===== config.mk =====
export PLATFORM = sky130hd
export DESIGN_NAME = multicycle_control
export DESIGN_NICKNAME = d
export VERILOG_FILES = /design/src/rtl/mc_pkg.sv /design/src/rtl/mc_decode.sv /design/src/rtl/multicycle_control.sv
export SDC_FILE = /design/constraint.sdc
export NUM_CORES = 1
export LEC_CHECK = 0
export BUFFER_PORTS_ARGS = -buffer_cell sky130_fd_sc_hd__buf_2
export CORE_MARGIN = 8
export CORE_UTILIZATION = 52
export CTS_CLUSTER_SIZE = 24
export DETAILED_ROUTE_END_ITERATION = 10
export GPL_ROUTABILITY_DRIVEN = 0
export PLACE_DENSITY = 0.92
export SLEW_MARGIN = 25
export SYNTH_ARGS = -nofsm -noshare
export SYNTH_HDL_FRONTEND = slang
export SYNTH_SLANG_ARGS = --single-unit

===== constraint.sdc =====
create_clock -name clk -period 2.5 [get_ports clk]
set_clock_uncertainty 0.2 [all_clocks]
set_input_delay 0.125 -clock clk [delete_from_list [all_inputs] [get_ports clk]]
set_output_delay 0.125 -clock clk [all_outputs]
set_load 0.02 [all_outputs]

===== src/rtl/mc_pkg.sv =====
// ============================================================================
// Module      : mc_pkg
// Description : Shared definitions for the multi-cycle MIPS main controller:
//               FSM state codes, opcode constants, ALUOp / ALUSrcB / PCSource
//               encodings and the instruction-class enum produced by decode.
// Revision    : 1.0 - initial release
// ============================================================================
`default_nettype none

package mc_pkg;

  // FSM state codes
  localparam logic [3:0] S_FETCH    = 4'd0;
  localparam logic [3:0] S_DECODE   = 4'd1;
  localparam logic [3:0] S_MEM_ADDR = 4'd2;
  localparam logic [3:0] S_MEM_RD   = 4'd3;
  localparam logic [3:0] S_MEM_WB   = 4'd4;
  localparam logic [3:0] S_MEM_WR   = 4'd5;
  localparam logic [3:0] S_R_EXEC   = 4'd6;
  localparam logic [3:0] S_R_WB     = 4'd7;
  localparam logic [3:0] S_I_EXEC   = 4'd8;
  localparam logic [3:0] S_I_WB     = 4'd9;
  localparam logic [3:0] S_BRANCH   = 4'd10;
  localparam logic [3:0] S_JUMP     = 4'd11;
  localparam logic [3:0] S_TRAP     = 4'd12;

  // Opcodes (IR[31:26])
  localparam logic [5:0] OP_RTYPE = 6'b000000;
  localparam logic [5:0] OP_LW    = 6'b100011;
  localparam logic [5:0] OP_SW    = 6'b101011;
  localparam logic [5:0] OP_ADDI  = 6'b001000;
  localparam logic [5:0] OP_ADDIU = 6'b001001;
  localparam logic [5:0] OP_ORI   = 6'b001101;
  localparam logic [5:0] OP_ANDI  = 6'b001100;
  localparam logic [5:0] OP_BEQ   = 6'b000100;
  localparam logic [5:0] OP_J     = 6'b000010;

  // ALUOp encodings
  localparam logic [2:0] ALU_ADD   = 3'b000;
  localparam logic [2:0] ALU_SUB   = 3'b001;
  localparam logic [2:0] ALU_FUNCT = 3'b010;
  localparam logic [2:0] ALU_ADDI  = 3'b011;
  localparam logic [2:0] ALU_OR    = 3'b100;
  localparam logic [2:0] ALU_AND   = 3'b101;

  // ALUSrcB encodings
  localparam logic [1:0] SRCB_B      = 2'b00;
  localparam logic [1:0] SRCB_FOUR   = 2'b01;
  localparam logic [1:0] SRCB_IMM    = 2'b10;
  localparam logic [1:0] SRCB_IMM_SH = 2'b11;

  // PCSource encodings
  localparam logic [1:0] PCSRC_ALU    = 2'b00;
  localparam logic [1:0] PCSRC_ALUOUT = 2'b01;
  localparam logic [1:0] PCSRC_JUMP   = 2'b10;

  // Instruction class; addi and addiu share a class since the controller
  // treats them identically (overflow handling lives in the datapath).
  typedef enum logic [3:0] {
    CLS_NONE = 4'd0,
    CLS_R    = 4'd1,
    CLS_LW   = 4'd2,
    CLS_SW   = 4'd3,
    CLS_ADDI = 4'd4,
    CLS_ORI  = 4'd5,
    CLS_ANDI = 4'd6,
    CLS_BEQ  = 4'd7,
    CLS_J    = 4'd8
  } instr_class_t;

endpackage

`default_nettype wire


===== src/rtl/mc_decode.sv =====
// ============================================================================
// Module      : mc_decode
// Description : Combinational opcode classifier. Maps IR[31:26] to an
//               instruction class and flags opcodes the controller does not
//               support.
// Ports       : i_opcode  [5:0] in  - instruction opcode
//               o_class         out - instruction class (CLS_NONE if illegal)
//               o_illegal       out - opcode not supported
// Revision    : 1.0 - initial release
// ============================================================================
`default_nettype none

module mc_decode
  import mc_pkg::*;
(
  input  logic [5:0]   i_opcode,
  output instr_class_t o_class,
  output logic         o_illegal
);

  always_comb begin
    o_class   = CLS_NONE;
    o_illegal = 1'b0;
    case (i_opcode)
      OP_RTYPE:          o_class = CLS_R;
      OP_LW:             o_class = CLS_LW;
      OP_SW:             o_class = CLS_SW;
      OP_ADDI, OP_ADDIU: o_class = CLS_ADDI;
      OP_ORI:            o_class = CLS_ORI;
      OP_ANDI:           o_class = CLS_ANDI;
      OP_BEQ:            o_class = CLS_BEQ;
      OP_J:              o_class = CLS_J;
      default:           o_illegal = 1'b1;
    endcase
  end

endmodule

`default_nettype wire


===== src/rtl/multicycle_control.sv =====
// ============================================================================
// Module      : multicycle_control
// Description : Moore-style main controller for the multi-cycle MIPS datapath.
//               Steps each instruction through fetch / decode / execute /
//               memory / write-back and stalls on the shared memory via
//               mem_ready.
// Ports       : clk, reset (sync, active-high), opcode[5:0], mem_ready in;
//               PCWrite, PCWriteCond, IorD, MemRead, MemWrite, IRWrite,
//               RegDst, MemtoReg, RegWrite, ALUSrcA, ALUSrcB[1:0],
//               ALUOp[2:0], PCSource[1:0], Sign, instr_done, illegal_op out.
// Config      : MULTICYCLE_TRAP_EN - when defined, an unsupported opcode
//               parks the FSM in TRAP (illegal_op held high) until reset;
//               otherwise it is retired as a NOP with a one-cycle
//               illegal_op pulse in DECODE.
// Revision    : 1.0 - initial release
// ============================================================================
`default_nettype none

module multicycle_control
  import mc_pkg::*;
(
  input  logic       clk,
  input  logic       reset,
  input  logic [5:0] opcode,
  input  logic       mem_ready,
  output logic       PCWrite,
  output logic       PCWriteCond,
  output logic       IorD,
  output logic       MemRead,
  output logic       MemWrite,
  output logic       IRWrite,
  output logic       RegDst,
  output logic       MemtoReg,
  output logic       RegWrite,
  output logic       ALUSrcA,
  output logic [1:0] ALUSrcB,
  output logic [2:0] ALUOp,
  output logic [1:0] PCSource,
  output logic       Sign,
  output logic       instr_done,
  output logic       illegal_op
);

  logic [3:0]   r_state;
  logic [3:0]   w_next;
  instr_class_t r_class;
  instr_class_t w_class;
  logic         w_illegal;

  mc_decode u_decode (
    .i_opcode (opcode),
    .o_class  (w_class),
    .o_illegal(w_illegal)
  );

  // Class is latched in DECODE so later states do not depend on the opcode
  // input, which is only valid while the IR is stable.
  always_ff @(posedge clk) begin
    if (reset) begin
      r_state <= S_FETCH;
      r_class <= CLS_NONE;
    end else begin
      r_state <= w_next;
      if (r_state == S_DECODE) r_class <= w_class;
    end
  end

  always_comb begin
    w_next = S_FETCH;
    case (r_state)
      S_FETCH:    w_next = mem_ready ? S_DECODE : S_FETCH;
      S_DECODE: begin
        case (w_class)
          CLS_LW, CLS_SW:             w_next = S_MEM_ADDR;
          CLS_R:                      w_next = S_R_EXEC;
          CLS_ADDI, CLS_ORI, CLS_ANDI: w_next = S_I_EXEC;
          CLS_BEQ:                    w_next = S_BRANCH;
          CLS_J:                      w_next = S_JUMP;
          default: begin
`ifdef MULTICYCLE_TRAP_EN
            w_next = S_TRAP;
`else
            w_next = S_FETCH;
`endif
          end
        endcase
      end
      S_MEM_ADDR: w_next = (r_class == CLS_LW) ? S_MEM_RD : S_MEM_WR;
      S_MEM_RD:   w_next = mem_ready ? S_MEM_WB : S_MEM_RD;
      S_MEM_WB:   w_next = S_FETCH;
      S_MEM_WR:   w_next = mem_ready ? S_FETCH : S_MEM_WR;
      S_R_EXEC:   w_next = S_R_WB;
      S_R_WB:     w_next = S_FETCH;
      S_I_EXEC:   w_next = S_I_WB;
      S_I_WB:     w_next = S_FETCH;
      S_BRANCH:   w_next = S_FETCH;
      S_JUMP:     w_next = S_FETCH;
      S_TRAP:     w_next = S_TRAP;
      default:    w_next = S_FETCH;
    endcase
  end

  // Output decode: everything comes from r_state except the handshake-
  // qualified IRWrite/PCWrite in FETCH, instr_done in MEM_WR and the
  // NOP-retire flags in DECODE.
  always_comb begin
    PCWrite     = 1'b0;
    PCWriteCond = 1'b0;
    IorD        = 1'b0;
    MemRead     = 1'b0;
    MemWrite    = 1'b0;
    IRWrite     = 1'b0;
    RegDst      = 1'b0;
    MemtoReg    = 1'b0;
    RegWrite    = 1'b0;
    ALUSrcA     = 1'b0;
    ALUSrcB     = SRCB_B;
    ALUOp       = ALU_ADD;
    PCSource    = PCSRC_ALU;
    Sign        = 1'b0;
    instr_done  = 1'b0;
    illegal_op  = 1'b0;
    case (r_state)
      S_FETCH: begin
        MemRead  = 1'b1;
        ALUSrcB  = SRCB_FOUR;
        PCSource = PCSRC_ALU;
        IRWrite  = mem_ready;
        PCWrite  = mem_ready;
      end
      S_DECODE: begin
        // Speculatively compute the branch target into ALUOut.
        ALUSrcB = SRCB_IMM_SH;
        Sign    = 1'b1;
`ifndef MULTICYCLE_TRAP_EN
        illegal_op = w_illegal;
        instr_done = w_illegal;
`endif
      end
      S_MEM_ADDR: begin
        ALUSrcA = 1'b1;
        ALUSrcB = SRCB_IMM;
        Sign    = 1'b1;
      end
      S_MEM_RD: begin
        MemRead = 1'b1;
        IorD    = 1'b1;
      end
      S_MEM_WB: begin
        RegWrite   = 1'b1;
        MemtoReg   = 1'b1;
        instr_done = 1'b1;
      end
      S_MEM_WR: begin
        MemWrite   = 1'b1;
        IorD       = 1'b1;
        instr_done = mem_ready;
      end
      S_R_EXEC: begin
        ALUSrcA = 1'b1;
        ALUOp   = ALU_FUNCT;
      end
      S_R_WB: begin
        RegWrite   = 1'b1;
        RegDst     = 1'b1;
        instr_done = 1'b1;
      end
      S_I_EXEC: begin
        ALUSrcA = 1'b1;
        ALUSrcB = SRCB_IMM;
        case (r_class)
          CLS_ORI:  ALUOp = ALU_OR;
          CLS_ANDI: ALUOp = ALU_AND;
          default: begin
            ALUOp = ALU_ADDI;
            Sign  = 1'b1;
          end
        endcase
      end
      S_I_WB: begin
        RegWrite   = 1'b1;
        instr_done = 1'b1;
      end
      S_BRANCH: begin
        ALUSrcA     = 1'b1;
        ALUOp       = ALU_SUB;
        PCWriteCond = 1'b1;
        PCSource    = PCSRC_ALUOUT;
        instr_done  = 1'b1;
      end
      S_JUMP: begin
        PCWrite    = 1'b1;
        PCSource   = PCSRC_JUMP;
        instr_done = 1'b1;
      end
      S_TRAP: begin
        illegal_op = 1'b1;
      end
      default: ;
    endcase
  end

endmodule

`default_nettype wire


==> flow_summary_export.csv <==
group,metric,value,unit
outcome,outcome,"complete, no violations",
job,cap_violations,0,
setup_path,crit_required,2.17,ns
die,rows,14,
synthesis,synth_simple_gate_area_share,47.59,%
global_routing,grt_pass1_vias,930,
placement,dp.cells,167,
final_layout,layout-drive-gt1-share,21.94,%
die,die_h,55.97,um
setup_path,critPathCaptureType,"primary output",
sta,timing.final.crit_period,2.228,ns
route,dr.pass1.iters,4,
setup_path,critPathTopFamily,"simple AND/OR/NAND/NOR gates",
synthesis,synth_area,830.8,um2
synthesis,syn-mean-instance-area,6.294,um2
synthesis,synth_top_family_by_area,"simple AND/OR/NAND/NOR gates",
synthesis,synth_compound_area_share,25.45,%
setup_path,path_cells,"nand2b_1 > nand2b_1 > nand3b_1 > nand2_1 > buf_2",
power,clockPowerShare,30.1,%
route,drtIter0Drc,31,
sta,maxSlewViolCount,0,
setup_path,worst-path-buf-inv,1,
power,p_int,218.4,uW
synthesis,synth_xor_area_share,2.108,%
synthesis,synth_edf_count,0,
sta,worst_pin_slew,0.6357,ns
power,combinationalPowerShare,27.6,%
setup_path,cp_max_fo,16,
global_routing,grt_max_degree,22,
clock_tree,cts_tree,"built",
synthesis,ys_types,37,
route,wirelength,2244,um
clock_tree,postCtsSetupBuffers,0,
clock_tree,cts_resized,0,
synthesis,synth.area.top_cells,"dfxtp_1, nor2_1, nand2b_1, a21oi_1, nand2_1",
clock_tree,cts.clk_slew.worst_paths,0.05,ns
clock_tree,cts_sinks,8,
global_routing,grt_pass1_wl,3912,um
power,p_switching,108.0,uW
route,wire_per_inst,13.12,um
final_layout,area_growth,18.52,%
global_routing,grtUsageTotal,14.23,%
power,netSwitchingFraction,33.07,%
sta,hold_violations,0,
route,num_vias,1001,
route,drc,0,
clock_tree,ctsHtreeMaxLevel,1,
setup_path,rr_startpoint,"r_state[0]",
final_layout,finalNonFillerCells,171,
route,antenna_left,0,
sta,setup_viol,0,
sta,clock.fmax,0.4488,GHz
setup_path,cp_data_arrival_time,1.90,ns
die,io_pins,29,
power,leakage,0.4324,nW
clock_tree,clkLatencyLatePin,0.25,ns
synthesis,ys_ff_latch,8,
synthesis,synth_ff_type,"dfxtp_1",
synthesis,muxShareOfSynthArea,0,%
setup_path,slowest_stage,"dfxtp_1",
synthesis,synth_adder_area_share,0,%
setup_path,critPathKind,"reg -> out",
min_path,min_from,"opcode[4]",
final_layout,fillers,137,
power,power.density,331.5,nW/um2
synthesis,synth_top_area_share,19.28,%
final_layout,nNetsFinal,166,
clock_tree,cts_buffer_depth,2,
die,initial_utilization,55.15,%
synthesis,yosysSeqAreaShare,19.28,%
die,dieWidth,55.97,um
setup_path,cp_common_cell,"nand2b_1",
clock_tree,postCtsHoldBufs,1,
setup_path,crit_start,"r_state[0]",
setup_path,cp_slowest_stage_delay,0.61,ns
clock_tree,cts_buffers,3,
power,seqPwrFrac,42.2,%
sta,rsz0062_at_grt,"false",
sta,fin_crit_sh,89.13,%
synthesis,ys_top_cells_by_count,"nor2_1, nand2_1, a21oi_1",
synthesis,yosysMostFrequentCell,"nor2_1",
placement,port_buffers,28,
global_routing,antenna_found_initial,0,
synthesis,syn_inst,132,
final_layout,antennaDiodeCount,0,
die,core_area,1506,um2
synthesis,ys_warn_count,0,
synthesis,async_reset_ff_share,0,%
setup_path,cp-start-kind,"flop",
die,dieArea,3133,um2
route,vias_per_cell,5.854,
power,worst_ir_drop_vdd,0.0002333,V
final_layout,final_util,65.37,%
placement,dp_hpwl,1808,um
clock_tree,root_buffer,"clkbuf_4",
synthesis,synth_fp_nets,141,
min_path,hp-class,"in -> reg",
global_routing,overflow,0,
sta,slew_headroom,57.57,%
sta,finalSetupTns,0,ns
synthesis,yosys.area.top_type,"dfxtp_1",
[stage by stage]
stage | power [mW] | setup slack, ns | hold WS [ns] | instance area (um2)
global route | 0.3453 | 0.1019 | 0.07505 | 984.7
global placement | 0.2266 | 0.6267 | 0.1689 | 952.2
finish | 0.3264 | 0.2717 | 0.05755 | 984.7
floorplan | 0.1982 | 0.6896 | -0.002617 | 830.8
CTS | 0.3268 | 0.2928 | 0.06266 | 984.7
detailed placement | 0.2295 | 0.5609 | 0.1762 | 952.2
[metal layers]
| layer | global-route usage [%] | up-vias | routed length (um) |
|---|---|---|---|
| met5 | 0 | - | 0 |
| met4 | 6.186 | 0 | 43 |
| met3 | 4.795 | 4 | 165 |
| met1 | 15.85 | 447 | 953 |
| li1 | - | 507 | - |
| met2 | 23.77 | 43 | 1082 |
[flip-flops by register name, summed over array words and instances (netlist names)]
| signal | count |
|---|---|
| r_class | 4 |
| r_state | 4 |
[worst reg2reg max path, delay by kind of cell (launching register included)]
| kind | cells | cell delay [ns] |
|---|---|---|
| AND/OR/NAND/NOR | 4 | 0.94 |
| flip-flops | 1 | 0.61 |
| AO/OA/AOI/OAI | 1 | 0.16 |
[kinds of logic (layout without fill, tap and decap cells)]
group / Yosys count / in the layout
AO/OA/AOI/OAI: 33 / 33
XOR/XNOR: 2 / 2
buffers and inverters: 11 / 34
flip-flops: 8 / 8
AND/OR/NAND/NOR: 78 / 78
[path summary, 6_finish.rpt]
| kind | endpoint | slack [ns] | cells after the start |
|---|---|---|---|
| worst max-delay path | illegal_op | 0.27 | 5 |
| worst min-delay path | r_state[1] | 0.06 | 4 |
| worst max register to register | r_state[2] | 0.52 | 5 |
| worst min register to register | r_class[3] | 0.36 | 2 |
[cell type report]
| type | instances | area, um2 | share of cell area [%] |
|---|---|---|---|
| inverter | 2 | 7.507 | 0.7624 |
| sequential | 8 | 160.2 | 16.26 |
| timing repair buffer | 29 | 150.1 | 15.25 |
| clock buffer | 3 | 22.52 | 2.287 |
| tap | 16 | 20.02 | 2.033 |
| multi-input combinational | 113 | 624.3 | 63.41 |
[layout by cell type (no fill, tap or decap), drive strengths merged, types with 4 or more instances in the layout]
cell type  synthesis  layout
nand3b             4       4
nor2              26      26
dfxtp              8       8
nor3               7       7
nor2b              5       5
nand2             13      13
a21oi             11      11
o21ai              7       7
nand2b             9       9
buf                2      28
[power by group through the flow]
stage / sequential, mW / clock [mW] / combinational, mW
2_1_floorplan: 0.135 / 0 / 0.0632
3_3_place_gp: 0.140 / 0 / 0.0863
6_report: 0.138 / 0.0984 / 0.0902
5_1_grt: 0.139 / 0.106 / 0.101
3_5_place_dp: 0.140 / 0 / 0.0892
4_1_cts: 0.138 / 0.0986 / 0.0907
Power figures use the tool's default switching activity.
